===== config.mk =====
export PLATFORM = sky130hd
export DESIGN_NAME = icap_cfg_regfile
export DESIGN_NICKNAME = d
export VERILOG_FILES = /design/src/rtl/icap_pkg.sv /design/src/rtl/icap_cfg_regfile.sv
export SDC_FILE = /design/constraint.sdc
export NUM_CORES = 2
export LEC_CHECK = 0
export CORE_AREA = 3 3 418 420
export DETAILED_ROUTE_END_ITERATION = 7
export DIE_AREA = 0 0 421 423
export PLACE_DENSITY_LB_ADDON = 0.3
export REMOVE_ABC_BUFFERS = 1
export SYNTH_ARGS = -nofsm -noshare
export SYNTH_HDL_FRONTEND = slang
export SYNTH_SLANG_ARGS = --single-unit

===== constraint.sdc =====
create_clock -name i_clk -period 75.3 [get_ports i_clk]
set_clock_uncertainty 0.2 [all_clocks]
set_input_delay 15.06 -clock i_clk [delete_from_list [all_inputs] [get_ports i_clk]]
set_output_delay 15.06 -clock i_clk [all_outputs]
set_load 0.05 [all_outputs]

===== src/rtl/icap_pkg.sv =====
// Shared constants, header field positions and state encoding for the ICAP responder model.
package icap_pkg;

    localparam logic [31:0] SYNC_WORD  = 32'hAA995566;
    localparam logic [31:0] NOOP_WORD  = 32'h20000000;
    localparam logic [31:0] DUMMY_WORD = 32'hFFFFFFFF;

    localparam int TYPE_MSB  = 31;
    localparam int TYPE_LSB  = 29;
    localparam int OP_MSB    = 28;
    localparam int OP_LSB    = 27;
    localparam int ADDR_MSB  = 17;
    localparam int ADDR_LSB  = 13;
    localparam int WC_MSB    = 10;
    localparam int WC_LSB    = 0;
    localparam int T2CNT_MSB = 26;
    localparam int T2CNT_LSB = 0;

    localparam logic [2:0] HDR_TYPE1 = 3'b001;
    localparam logic [2:0] HDR_TYPE2 = 3'b010;

    localparam logic [1:0] OP_NOP = 2'b00;
    localparam logic [1:0] OP_RD  = 2'b01;
    localparam logic [1:0] OP_WR  = 2'b10;

    localparam logic [4:0] REG_FDRI   = 5'd2;
    localparam logic [4:0] REG_FDRO   = 5'd3;
    localparam logic [4:0] REG_CMD    = 5'd4;
    localparam logic [4:0] REG_IDCODE = 5'd12;
    localparam logic [4:0] CMD_DESYNC = 5'h0D;

    typedef enum logic [2:0] {
        ST_DESYNC,
        ST_IDLE,
        ST_WR_DATA,
        ST_RD_WAIT,
        ST_RD_DATA
    } icap_state_t;

    // Words that never carry a packet header: sync, type-1 no-op and bus dummy.
    function automatic logic isFillerWord(input logic [31:0] word);
        return (word == SYNC_WORD) || (word == NOOP_WORD) || (word == DUMMY_WORD);
    endfunction

endpackage


===== src/rtl/icap_cfg_regfile.sv =====
// 32x32 configuration register file with one write port and a registered read port
// that substitutes IDCODE and the FDRO word index at their special addresses.
module icap_cfg_regfile import icap_pkg::*; #(
    parameter logic [31:0] IDCODE = 32'h0424A093
) (
    input  logic        i_clk,
    input  logic        i_rst,
    input  logic        i_we,
    input  logic        i_re,
    input  logic        i_clr,
    input  logic [4:0]  i_addr,
    input  logic [31:0] i_wdata,
    input  logic [26:0] i_fdroIdx,
    output logic [31:0] o_rdata
);

    logic [31:0] r_mem [32];
    logic [31:0] r_rdata;

    always_ff @(posedge i_clk or posedge i_rst) begin
        if (i_rst) begin
            for (int i = 0; i < 32; i++) begin
                r_mem[i] <= '0;
            end
        end else if (i_we) begin
            r_mem[i_addr] <= i_wdata;
        end
    end

    // Readback is held between requests; a clear forces the desynced "read returns 0".
    always_ff @(posedge i_clk or posedge i_rst) begin
        if (i_rst) begin
            r_rdata <= '0;
        end else if (i_clr) begin
            r_rdata <= '0;
        end else if (i_re) begin
            if (i_addr == REG_IDCODE) begin
                r_rdata <= IDCODE;
            end else if (i_addr == REG_FDRO) begin
                r_rdata <= {5'd0, i_fdroIdx};
            end else begin
                r_rdata <= r_mem[i_addr];
            end
        end
    end

    assign o_rdata = r_rdata;

endmodule


==> impl_metrics.json <==
{
  "status": "finished, final reports clean",
  "end_kind": "flip-flop",
  "path_clk_slew_ns": 0.06,
  "final_common_cell": "dfrtp_1",
  "cts_buffer_depth": 3,
  "place.gp.congestion": 0.7432,
  "final_layout_size_suffix_gt1_frac": 0.4150,
  "slowest_stage": "buf_4",
  "root_buffer": "clkbuf_16",
  "critPathMaxFanout": 55,
  "drc": 0,
  "worst_setup_path_start_kind": "input pin",
  "clkSinkCount": 1049,
  "dp_slack_ns": 55.85,
  "ant_nets": 0,
  "dieArea_um2": 178100,
  "syn2layout_area_growth_pct": 14.66,
  "wirelength_um": 154500,
  "vias": 29280,
  "p_clk_frac": 0.374,
  "post_cts_buffers": 0,
  "maxCapViolations": 0,
  "path_delay_family": "buffers and inverters",
  "hp-class": "flip-flop to flip-flop",
  "mappedNetlistArea_um2": 47930,
  "portBuffers": 100,
  "total_power_mw": 1.519,
  "grt-ovfl-total": 0,
  "maxSlewViolCount": 0,
  "drt-pass1-iter-count": 5,
  "finalSetupViolCount": 0,
  "insertion_delay_ns": 0.71,
  "hold_viol_final": 0,
  "cts_buffers": 111,
  "grt_pass1_wl_um": 224600,
  "rsz0062_at_grt": "no",
  "crit_type": "input pin to flip-flop",
  "tightestPinTransition_ns": 1.330,
  "ys_ff_latch": 1049,
  "fin_crit_sh": 0.2488,
  "num_rows": 152,
  "viasPerCell": 5.085,
  "dieHeight_um": 423,
  "async_flop_share": 1.000,
  "cp_cell_sequence": "buf_8 > buf_4 > buf_4 > buf_4 > mux2i_1 > o22ai_1 > nor4_1 > nand4_1 > o211a_1",
  "syn_area_per_cell_um2": 14.18,
  "power.internal_mw": 1.133,
  "crit_arrival_ns": 19.12,
  "synth_edf_count": 0,
  "final.min_clock_period_ns": 18.73,
  "max_stage_delay_ns": 0.86,
  "postSynthCellCount": 3381,
  "layout_common_cells": "dfrtp_1, mux2_2, mux2i_1",
  "antenna_found_initial": 5,
  "powerDensity_nw_per_um2": 27.63,
  "grt_use_total": 0.1705,
  "postCtsHoldBufs": 0,
  "pwr-share-seq": 0.478,
  "leakage_nw": 24.22,
  "hpwlAfterDp_um": 90920,
  "first_iter_violations": 1994,
  "layout_setup_ws_ns": 56.57,
  "p_comb_frac": 0.148,
  "required_ns": 75.69,
  "nets": 3430,
  "grt_max_degree": 173,
  "crit_path_frequent_cell": "buf_4",
  "switchingPower_mw": 0.3856,
  "initial_core_util": 0.2797,
  "yosysWarningCount": 0,
  "tns_ns": 0,
  "synth_cell_types": 76,
  "coreArea_um2": 171400,
  "tritoncts": "built",
  "htree_num_levels": 3,
  "top_level_ports": 101,
  "ir_worst_vdd_mv": 0.01669,
  "seq_area_frac_synth": 0.5477,
  "rrSetupSlack_ns": 72.87,
  "ctsResizeCount": 0,
  "clock.fmax_ghz": 0.05338,
  "switching_share": 0.2539,
  "fp.dieW_um": 421,
  "wire_per_inst_um": 26.84,
  "relSlewSlack": 0.1108,
  "synth_flop_cell": "dfrtp_1",
  "critPathBufInv": 4,
  "grt_pass1_vias": 30330
}
-- registers in the layout (all words and copies together) (netlist names) --
| register | cells |
|---|---|
| r_mem | 1017 |
| o_rdata | 32 |
-- per-layer routing --
layer	wire, um	track usage	share of wire
met4	4383	0.04963	0.028
met3	6292	0.02377	0.041
met2	74160	0.2834	0.48
met5	0	0	0
met1	69710	0.2311	0.45
-- layout make-up --
cell class / instances / area [um2]
Sequential cell: 1049 / 26250
Antenna cell: 2 / 5.005
Multi-Input combinational cell: 1999 / 20300
Clock inverter: 34 / 400.4
Inverter: 9 / 41.29
Fill cell: 16950 / 116400
Tap cell: 2310 / 2890
Timing Repair Buffer: 191 / 1718
Clock buffer: 164 / 3349
-- cells in the mapped netlist, types with 6 or more instances --
library cell / instances / share of area
o21ai_0: 41 / 0.0043
a31oi_1: 6 / 0.00078
a211oi_1: 6 / 0.00094
mux2i_1: 305 / 0.064
mux2_2: 1009 / 0.24
nand4_1: 8 / 0.0010
buf_1: 8 / 0.00063
nor4b_1: 9 / 0.0016
nand4bb_1: 6 / 0.0014
mux2_1: 19 / 0.0045
a221oi_1: 10 / 0.0018
dfrtp_1: 1049 / 0.55
mux4_2: 80 / 0.038
or2_2: 10 / 0.0013
a2111oi_0: 13 / 0.0024
nand3_1: 14 / 0.0015
o211a_1: 8 / 0.0017
clkbuf_1: 142 / 0.011
nor2_1: 62 / 0.0049
a22oi_1: 18 / 0.0028
a32oi_1: 16 / 0.0029
nor4_1: 17 / 0.0022
buf_4: 22 / 0.0034
inv_1: 8 / 0.00063
o22ai_1: 127 / 0.017
a21oi_1: 29 / 0.0030
nand2_1: 83 / 0.0065
nor3_1: 11 / 0.0011
buf_2: 139 / 0.015
buf_6: 12 / 0.0028
-- logic make-up after synthesis --
| group | Yosys count | share of synthesized area |
|---|---|---|
| mux | 1413 | 0.3428 |
| buf+inv | 333 | 0.03334 |
| compound gates | 316 | 0.04524 |
| simple gates | 270 | 0.03096 |
| flops | 1049 | 0.5477 |
-- path summary, 6_finish.rpt --
| check | startpoint | to | cells after the start |
|---|---|---|---|
| setup / recovery | i_addr[1] | o_rdata[15] | 9 |
| hold / removal | r_mem[605] | r_mem[605] | 1 |
| setup reg to reg | r_mem[489] | o_rdata[9] | 3 |
| hold reg to reg | r_mem[605] | r_mem[605] | 1 |
| max in group asynchronous | i_rst | r_mem[689] | 5 |
| min in group asynchronous | i_rst | r_mem[431] | 2 |
-- power groups by stage --
stage                     Clock [mW]  Sequential (mW)  Combinational (mW)
after floorplan                    0            0.726               0.158
after global placement             0            0.732               0.221
after detailed placement           0            0.735               0.227
after CTS                      0.581            0.725               0.227
after global routing           0.604            0.738               0.245
final                          0.568            0.726               0.224
-- through the flow --
stage / area [um2] / hold slack, ns / instances / utilization
2_1_floorplan: 46370 / 0.2532 / 3057 / -
3_3_place_gp: 51200 / 0.2663 / 5558 / 0.2988
3_5_place_dp: 51200 / 0.2739 / 5558 / 0.2988
4_1_cts: 54950 / 0.2879 / 5756 / 0.3207
5_1_grt: 54950 / 0.3039 / 5756 / 0.3207
6_report: 54960 / 0.2852 / 5758 / 0.3207
(Power assumes the default switching activity.)
